**config.mk**
```make
export PLATFORM = sky130hd
export DESIGN_NAME = can_acceptance_filter_n
export DESIGN_NICKNAME = d
export VERILOG_FILES = /design/src/rtl/can_acf_pkg.sv /design/src/rtl/acf_match_unit.sv /design/src/rtl/can_acceptance_filter_n.sv
export SDC_FILE = /design/constraint.sdc
export NUM_CORES = 1
export LEC_CHECK = 0
export BUFFER_PORTS_ARGS = -buffer_cell sky130_fd_sc_hd__buf_2
export CAP_MARGIN = 10
export CORE_MARGIN = 4
export CORE_UTILIZATION = 25
export DETAILED_ROUTE_END_ITERATION = 8
export PLACE_DENSITY = 0.47
export SYNTH_ARGS = -nofsm -noshare
export SYNTH_HDL_FRONTEND = slang
export SYNTH_HIERARCHICAL = 1
export SYNTH_SLANG_ARGS = --single-unit
```
**constraint.sdc**
```tcl
create_clock -name i_sys_clk -period 2.95 [get_ports i_sys_clk]
set_input_delay 0.59 -clock i_sys_clk [delete_from_list [all_inputs] [get_ports i_sys_clk]]
set_output_delay 0.59 -clock i_sys_clk [all_outputs]
set_load 0.005 [all_outputs]
```
**src/rtl/can_acf_pkg.sv**
```systemverilog
// Shared types and helpers for the CAN acceptance filter.
// Used by can_acceptance_filter_n; see that file for the ACF_DROP_COUNT_EN build option.
package can_acf_pkg;

  // Upper bound on filter count and the matching index width
  localparam int ACF_MAX_FILTERS = 16;
  localparam int ACF_IDX_MAX_W   = 4;
  localparam int ACF_DROP_CNT_W  = 16;

  typedef enum logic [1:0] {
    IDLE    = 2'd0,
    COMPARE = 2'd1,
    WRITE   = 2'd2,
    DISCARD = 2'd3
  } acf_state_t;

  // Priority encoder: index of the lowest set bit, 0 when no bit is set
  function automatic logic [ACF_IDX_MAX_W-1:0] acf_lowest_idx(
    input logic [ACF_MAX_FILTERS-1:0] hit
  );
    logic [ACF_IDX_MAX_W-1:0] idx;
    idx = '0;
    for (int k = ACF_MAX_FILTERS - 1; k >= 0; k--) begin
      if (hit[k]) idx = ACF_IDX_MAX_W'(k);
    end
    return idx;
  endfunction

endpackage

```
**src/rtl/acf_match_unit.sv**
```systemverilog
// Single mask/ID filter compare. Purely combinational: the ID matches when
// every bit selected by the mask agrees with the filter ID. A zero mask
// therefore matches any ID. A disabled filter never matches.
module acf_match_unit #(
  parameter int ID_W = 32
) (
  input  logic [ID_W-1:0] id,
  input  logic [ID_W-1:0] mask,
  input  logic [ID_W-1:0] filt_id,
  input  logic            enable,
  output logic            hit
);

  assign hit = enable & ((id & mask) == (filt_id & mask));

endmodule

```
**src/rtl/can_acceptance_filter_n.sv**
```systemverilog
// N-filter CAN acceptance filter between the RX bit-stream core and the RX FIFO.
// A message and its filter configuration are snapshotted on the input
// handshake, compared against all enabled filters, and either written to the
// FIFO (stalling while it is full) or discarded.
// Build option: define ACF_DROP_COUNT_EN to add a saturating discard counter
// (o_drop_cnt) with a synchronous clear input (i_drop_clr).
module can_acceptance_filter_n
  import can_acf_pkg::*;
#(
  parameter  int NUM_FILTERS = 4,
  parameter  int MSG_W       = 128,
  parameter  int ID_W        = 32,
  localparam int IDX_W       = (NUM_FILTERS > 1) ? $clog2(NUM_FILTERS) : 1
) (
  input  logic                        i_sys_clk,
  input  logic                        i_reset_n,
  input  logic                        i_msg_valid,
  output logic                        o_msg_ready,
  input  logic [MSG_W-1:0]            i_rx_message,
  input  logic [NUM_FILTERS*ID_W-1:0] i_afmr,
  input  logic [NUM_FILTERS*ID_W-1:0] i_afir,
  input  logic [NUM_FILTERS-1:0]      i_uaf,
  input  logic                        i_rx_full,
  output logic                        o_rx_w_en,
  output logic [MSG_W-1:0]            o_rx_fifo_w_data,
  output logic                        o_acfbsy,
  output logic                        o_match_hit,
`ifdef ACF_DROP_COUNT_EN
  input  logic                        i_drop_clr,
  output logic [ACF_DROP_CNT_W-1:0]   o_drop_cnt,
`endif
  output logic [IDX_W-1:0]            o_match_idx
);

  acf_state_t state_reg, state_next;

  // Snapshot of the message and configuration taken at the handshake
  logic [MSG_W-1:0]            msg_reg;
  logic [NUM_FILTERS*ID_W-1:0] afmr_reg;
  logic [NUM_FILTERS*ID_W-1:0] afir_reg;
  logic [NUM_FILTERS-1:0]      uaf_reg;

  // Compare result registered in COMPARE, published on the FIFO write
  logic             hit_any_reg;
  logic [IDX_W-1:0] hit_idx_reg;
  logic             match_hit_reg;
  logic [IDX_W-1:0] match_idx_reg;

  logic [ID_W-1:0]            id_word;
  logic [NUM_FILTERS-1:0]     hit_vec;
  logic [ACF_MAX_FILTERS-1:0] hit_pad;
  logic [IDX_W-1:0]           idx_next;

  logic capture;
  logic write_fire;
  logic drop_entry;

  assign id_word = msg_reg[MSG_W-1 -: ID_W];

  // One compare unit per filter, all working on the captured ID word
  generate
    for (genvar gi = 0; gi < NUM_FILTERS; gi++) begin : g_filter
      acf_match_unit #(
        .ID_W (ID_W)
      ) u_match (
        .id      (id_word),
        .mask    (afmr_reg[gi*ID_W +: ID_W]),
        .filt_id (afir_reg[gi*ID_W +: ID_W]),
        .enable  (uaf_reg[gi]),
        .hit     (hit_vec[gi])
      );
    end
  endgenerate

  // Widen the hit vector to the encoder width; unused upper filters never hit
  always_comb begin
    hit_pad                  = '0;
    hit_pad[NUM_FILTERS-1:0] = hit_vec;
  end

  assign idx_next = IDX_W'(acf_lowest_idx(hit_pad));

  // State register
  always_ff @(posedge i_sys_clk or negedge i_reset_n) begin
    if (!i_reset_n) begin
      state_reg <= IDLE;
    end else begin
      state_reg <= state_next;
    end
  end

  // Next-state decode and handshake/strobe outputs
  always_comb begin
    state_next  = state_reg;
    o_msg_ready = 1'b0;
    o_rx_w_en   = 1'b0;
    capture     = 1'b0;
    write_fire  = 1'b0;
    drop_entry  = 1'b0;
    case (state_reg)
      IDLE: begin
        o_msg_ready = 1'b1;
        if (i_msg_valid) begin
          capture    = 1'b1;
          state_next = COMPARE;
        end
      end
      COMPARE: begin
        // With no filter enabled every message is accepted
        if (uaf_reg == '0 || (|hit_vec)) begin
          state_next = WRITE;
        end else begin
          state_next = DISCARD;
          drop_entry = 1'b1;
        end
      end
      WRITE: begin
        if (!i_rx_full) begin
          o_rx_w_en  = 1'b1;
          write_fire = 1'b1;
          state_next = IDLE;
        end
      end
      DISCARD: begin
        state_next = IDLE;
      end
      default: begin
        state_next = IDLE;
      end
    endcase
  end

  // Message and configuration snapshot on the input handshake
  always_ff @(posedge i_sys_clk or negedge i_reset_n) begin
    if (!i_reset_n) begin
      msg_reg  <= '0;
      afmr_reg <= '0;
      afir_reg <= '0;
      uaf_reg  <= '0;
    end else if (capture) begin
      msg_reg  <= i_rx_message;
      afmr_reg <= i_afmr;
      afir_reg <= i_afir;
      uaf_reg  <= i_uaf;
    end
  end

  // Register the compare result while in COMPARE
  always_ff @(posedge i_sys_clk or negedge i_reset_n) begin
    if (!i_reset_n) begin
      hit_any_reg <= 1'b0;
      hit_idx_reg <= '0;
    end else if (state_reg == COMPARE) begin
      hit_any_reg <= |hit_vec;
      hit_idx_reg <= (|hit_vec) ? idx_next : '0;
    end
  end

  // Publish match status only when a message actually reaches the FIFO
  always_ff @(posedge i_sys_clk or negedge i_reset_n) begin
    if (!i_reset_n) begin
      match_hit_reg <= 1'b0;
      match_idx_reg <= '0;
    end else if (write_fire) begin
      match_hit_reg <= hit_any_reg;
      match_idx_reg <= hit_idx_reg;
    end
  end

  assign o_rx_fifo_w_data = msg_reg;
  assign o_acfbsy         = (state_reg != IDLE);
  assign o_match_hit      = match_hit_reg;
  assign o_match_idx      = match_idx_reg;

`ifdef ACF_DROP_COUNT_EN
  logic [ACF_DROP_CNT_W-1:0] drop_cnt_reg;

  // Saturating discard counter; clear takes priority over an increment
  always_ff @(posedge i_sys_clk or negedge i_reset_n) begin
    if (!i_reset_n) begin
      drop_cnt_reg <= '0;
    end else if (i_drop_clr) begin
      drop_cnt_reg <= '0;
    end else if (drop_entry && (drop_cnt_reg != {ACF_DROP_CNT_W{1'b1}})) begin
      drop_cnt_reg <= drop_cnt_reg + 1'b1;
    end
  end

  assign o_drop_cnt = drop_cnt_reg;
`endif

endmodule
```
==> metrics.md <==
| Metric | Value |
|---|---|
| Status | `finished clean` |
| IO buf count | `about 530` |
| Met2 GRT Util | `0.280` |
| CTS max path bufs | `3` |
| Fillcell total | `just over 7k` |
| Seq. cell area | `between 9000 and 10,000 µm²` |
| Synth unique cells | `32` |
| Maxcap violations | `0` |
| Leak | `around 11 nW` |
| Worst-margin pin slew | `approximately 690 ps` |
| Peak supply drop | `~0.55 mV` |
| Vias | `around 11k` |
| Final Critical Period | `~2600 ps` |
| First-pass GRT wire length | `between 80,000 and 90,000 µm` |
| Met1 Track Usage GR | `0.178` |
| Pwr Total | `~28 mW` |
| Grt ovf | `0` |
| Vias in the first global route | `about 12k` |
| CP Launch Type | `flop` |
| Reg2reg path depth | `7` |
| Root Driver | `clkbuf_16` |
| Combinational share of power | `0.377` |
| Clk_lat worst skew | `around 570 ps` |
| Arr. time, crit path | `between 3000 and 4000 ps` |
| PostCTS Resize Cnt | `0` |
| Initial DRC count | `430` |
| Die width | `approximately 280 µm` |
| Yosys warnings | `6` |
| Worst r2r dst | `hit_idx_reg[1]` |
| Finished Cell Area | `23,300 µm²` |
| Reg-to-Reg Start | `o_rx_fifo_w_data[102]` |
| Layout cell share with drive strength beyond 1 | `0.633` |
| Period utilisation layout | `0.880` |
| Clock Power Share | `0.226` |
| Worst hold path class | `in -> async` |
| Die Height | `277 µm` |
| Core region area | `between 70,000 and 80,000 µm²` |
| GR Util All Layers | `0.157` |
| RSZ-0062 raised after global routing | `no` |
| Rows | `98` |
| Met3 track demand over resource | `0.0622` |
| Sequential fraction of the synthesis area | `0.547` |
| Reg2reg setup slack | `between 300 and 400 ps` |
| TritonCTS clock tree | `yes` |
| Nets@finish | `about 2.0k` |
| Worst Path Required | `approximately 3400 ps` |
| Post-layout util | `0.326` |
| Worst-path clk slew | `around 60 ps` |
| Initial antenna violation count | `45` |
| Reg power frac | `0.397` |
| Global route hottest layer | `met2` |
| Post-synth EDFFs | `0` |
| Post-Syn Instances | `about 1.1k` |
| Area occupied by multi-input gates | `roughly 7500 µm²` |
| Drc violations | `0` |
| Sw Share | `0.330` |
| Number of CTS-inserted buffers | `slightly below 50` |
| Die area | `a little under 80,000 µm²` |
| Clock Skews | `approximately 9 ps` |
| Final hold violation count | `0` |
| Final Max Slew Viols | `0` |
| Initial DRT Pass Iterations | `7` |
| Fmax | `around 390 MHz` |
| Dpl ws | `305 ps` |
| Max-slew headroom | `0.542` |
| I/O pin cnt | `roughly 530` |
| Clk sink count | `396` |
| Setup Crit Path Kind | `reg -> reg` |
| Fin worst setup slack | `roughly 350 ps` |
| Average cell area after synthesis | `~17 µm²` |
| Initial Util | `0.253` |
| Total Wirelength | `a little over 60,000 µm` |
| Final Wtd Congestion | `about 0.83` |
| Antenna viol nets, final | `0` |
| Pint | `around 19 mW` |
| Psw | `9.14 mW` |
| Via-to-Cell Ratio | `between 4 and 5` |
| # setup viols final | `0` |
| Synthesized area | `~18,000 µm²` |
| Largest net degree at the start of global routing | `71` |
| Asr flop ratio synth | `1.00` |
| Commonest register cell after synthesis | `dfrtp_1` |
| Hold-fix buffer count after cts | `0` |
| Routed len/inst | `between 20 and 25 µm` |
| Post-Synthesis Net Count | `approximately 1.5k` |
| Critical Path Fanout Max | `6` |
| Synth Register Bits | `between 300 and 400` |
| Htree depth | `2` |
| Pwr per Cell Area | `between 1000 and 1500 nW/µm²` |
| Crit. End Element | `flop` |
| Setup Buffers After CTS | `0` |
| Post-route setup TNS | `0 ps` |
| Area grow syn2layout | `28.8%` |
| DPL Wire Length | `48,300 µm` |
| Placed instance area | `roughly 22,000 µm²` |
[layout make-up]
| type | instances | area share |
|---|---|---|
| Clock buffer | 70 | 0.0615 |
| Inverter | 2 | 0.000322 |
| Timing Repair Buffer | 557 | 0.130 |
| Multi-Input combinational cell | 617 | 0.321 |
| Antenna cell | 12 | 0.00129 |
| Sequential cell | 396 | 0.425 |
| Clock inverter | 19 | 0.0101 |
| Tap cell | 950 | 0.0509 |
[cell usage after synthesis (2+ instances only)]
cell type | number | share of area
a221oi_1 | 4 | 0.0019
nand2_1 | 7 | 0.0015
nor3_2 | 4 | 0.0022
buf_2 | 8 | 0.0022
a22oi_1 | 16 | 0.0066
nor2_1 | 2 | 0.00041
dfrtp_1 | 396 | 0.55
mux2_4 | 300 | 0.25
a22o_1 | 20 | 0.0097
nand4_1 | 12 | 0.0041
a222oi_1 | 4 | 0.0022
mux2_2 | 91 | 0.057
xor2_1 | 128 | 0.062
inv_1 | 2 | 0.00041
a221oi_2 | 16 | 0.013
buf_12 | 30 | 0.033
buf_8 | 3 | 0.0025
[per-layer routing]
layer,up-vias,part of all wire,wire (µm)
li1,4967,-,-
met5,-,0.0055,339
met1,5495,0.38,23500
met4,48,0.022,1370
met2,428,0.50,31200
met3,130,0.094,5830
[logic make-up (layout without fill, tap and decap cells)]
group | count (synthesis) | in the layout | share of synthesized area
buffers and inverters | 45 | 648 | 0.0393
other | 0 | 12 | 0
flip-flops | 396 | 396 | 0.547
XOR/XNOR | 128 | 128 | 0.0619
AO/OA/AOI/OAI | 65 | 65 | 0.0357
AND/OR/NAND/NOR | 33 | 33 | 0.0112
multiplexers | 391 | 391 | 0.305
[per-stage QoR]
| step | hold WS (ps) | cells |
|---|---|---|
| after floorplan | 294 | 1058 |
| after global placement | 487 | 2522 |
| after detailed placement | 489 | 2522 |
| after CTS | 9.47 | 2611 |
| after global routing | 55.3 | 2613 |
| final | 34.8 | 2623 |
[critical path: stages (launching register included)]
cell	delay, ps
dfrtp_1	530
xor2_1	230
a22o_1	320
a221oi_2	300
nand4_1	380
nor3_2	320
nor2_1	120
o41ai_1	270
[worst max-delay path by stage]
stage | start | to | slack (ps)
6_report | o_rx_fifo_w_data[102] | hit_idx_reg[1] | 350
5_1_grt | o_rx_fifo_w_data[102] | hit_idx_reg[1] | 200
4_1_cts | o_rx_fifo_w_data[102] | hit_idx_reg[1] | 290
3_5_place_dp | o_rx_fifo_w_data[102] | hit_idx_reg[1] | 310
3_3_place_gp | o_rx_fifo_w_data[102] | hit_idx_reg[1] | 280
2_1_floorplan | o_rx_fifo_w_data[120] | hit_idx_reg[1] | 1250
[power groups by stage]
stage               Sequential [mW]  Combinational (mW)  Clock [mW]
floorplan                      10.1                8.04           0
global placement               11.2                10.5           0
detailed placement             11.2                10.5           0
CTS                            11.2                10.6        6.51
global route                   11.4                11.3        6.71
finish                         11.0                10.5        6.26
[placed cells by master (no fill, tap or decap), types with 2 or more instances in the layout]
master and count:
a221oi_1 4, a221oi_2 16, a222oi_1 4, a22o_1 20, a22oi_1 16, buf_12 12
buf_2 524, buf_4 20, bufinv_16 5, clkbuf_1 8, clkbuf_16 49, clkbuf_8 13
clkinv_2 9, clkinv_4 2, clkinvlp_4 2, dfrtp_1 396, diode_2 12, inv_1 2
mux2_2 91, mux2_4 300, nand2_1 7, nand4_1 12, nor2_1 2, nor3_2 4
xor2_1 128
Note: power is estimated with default switching activity, not from simulation.
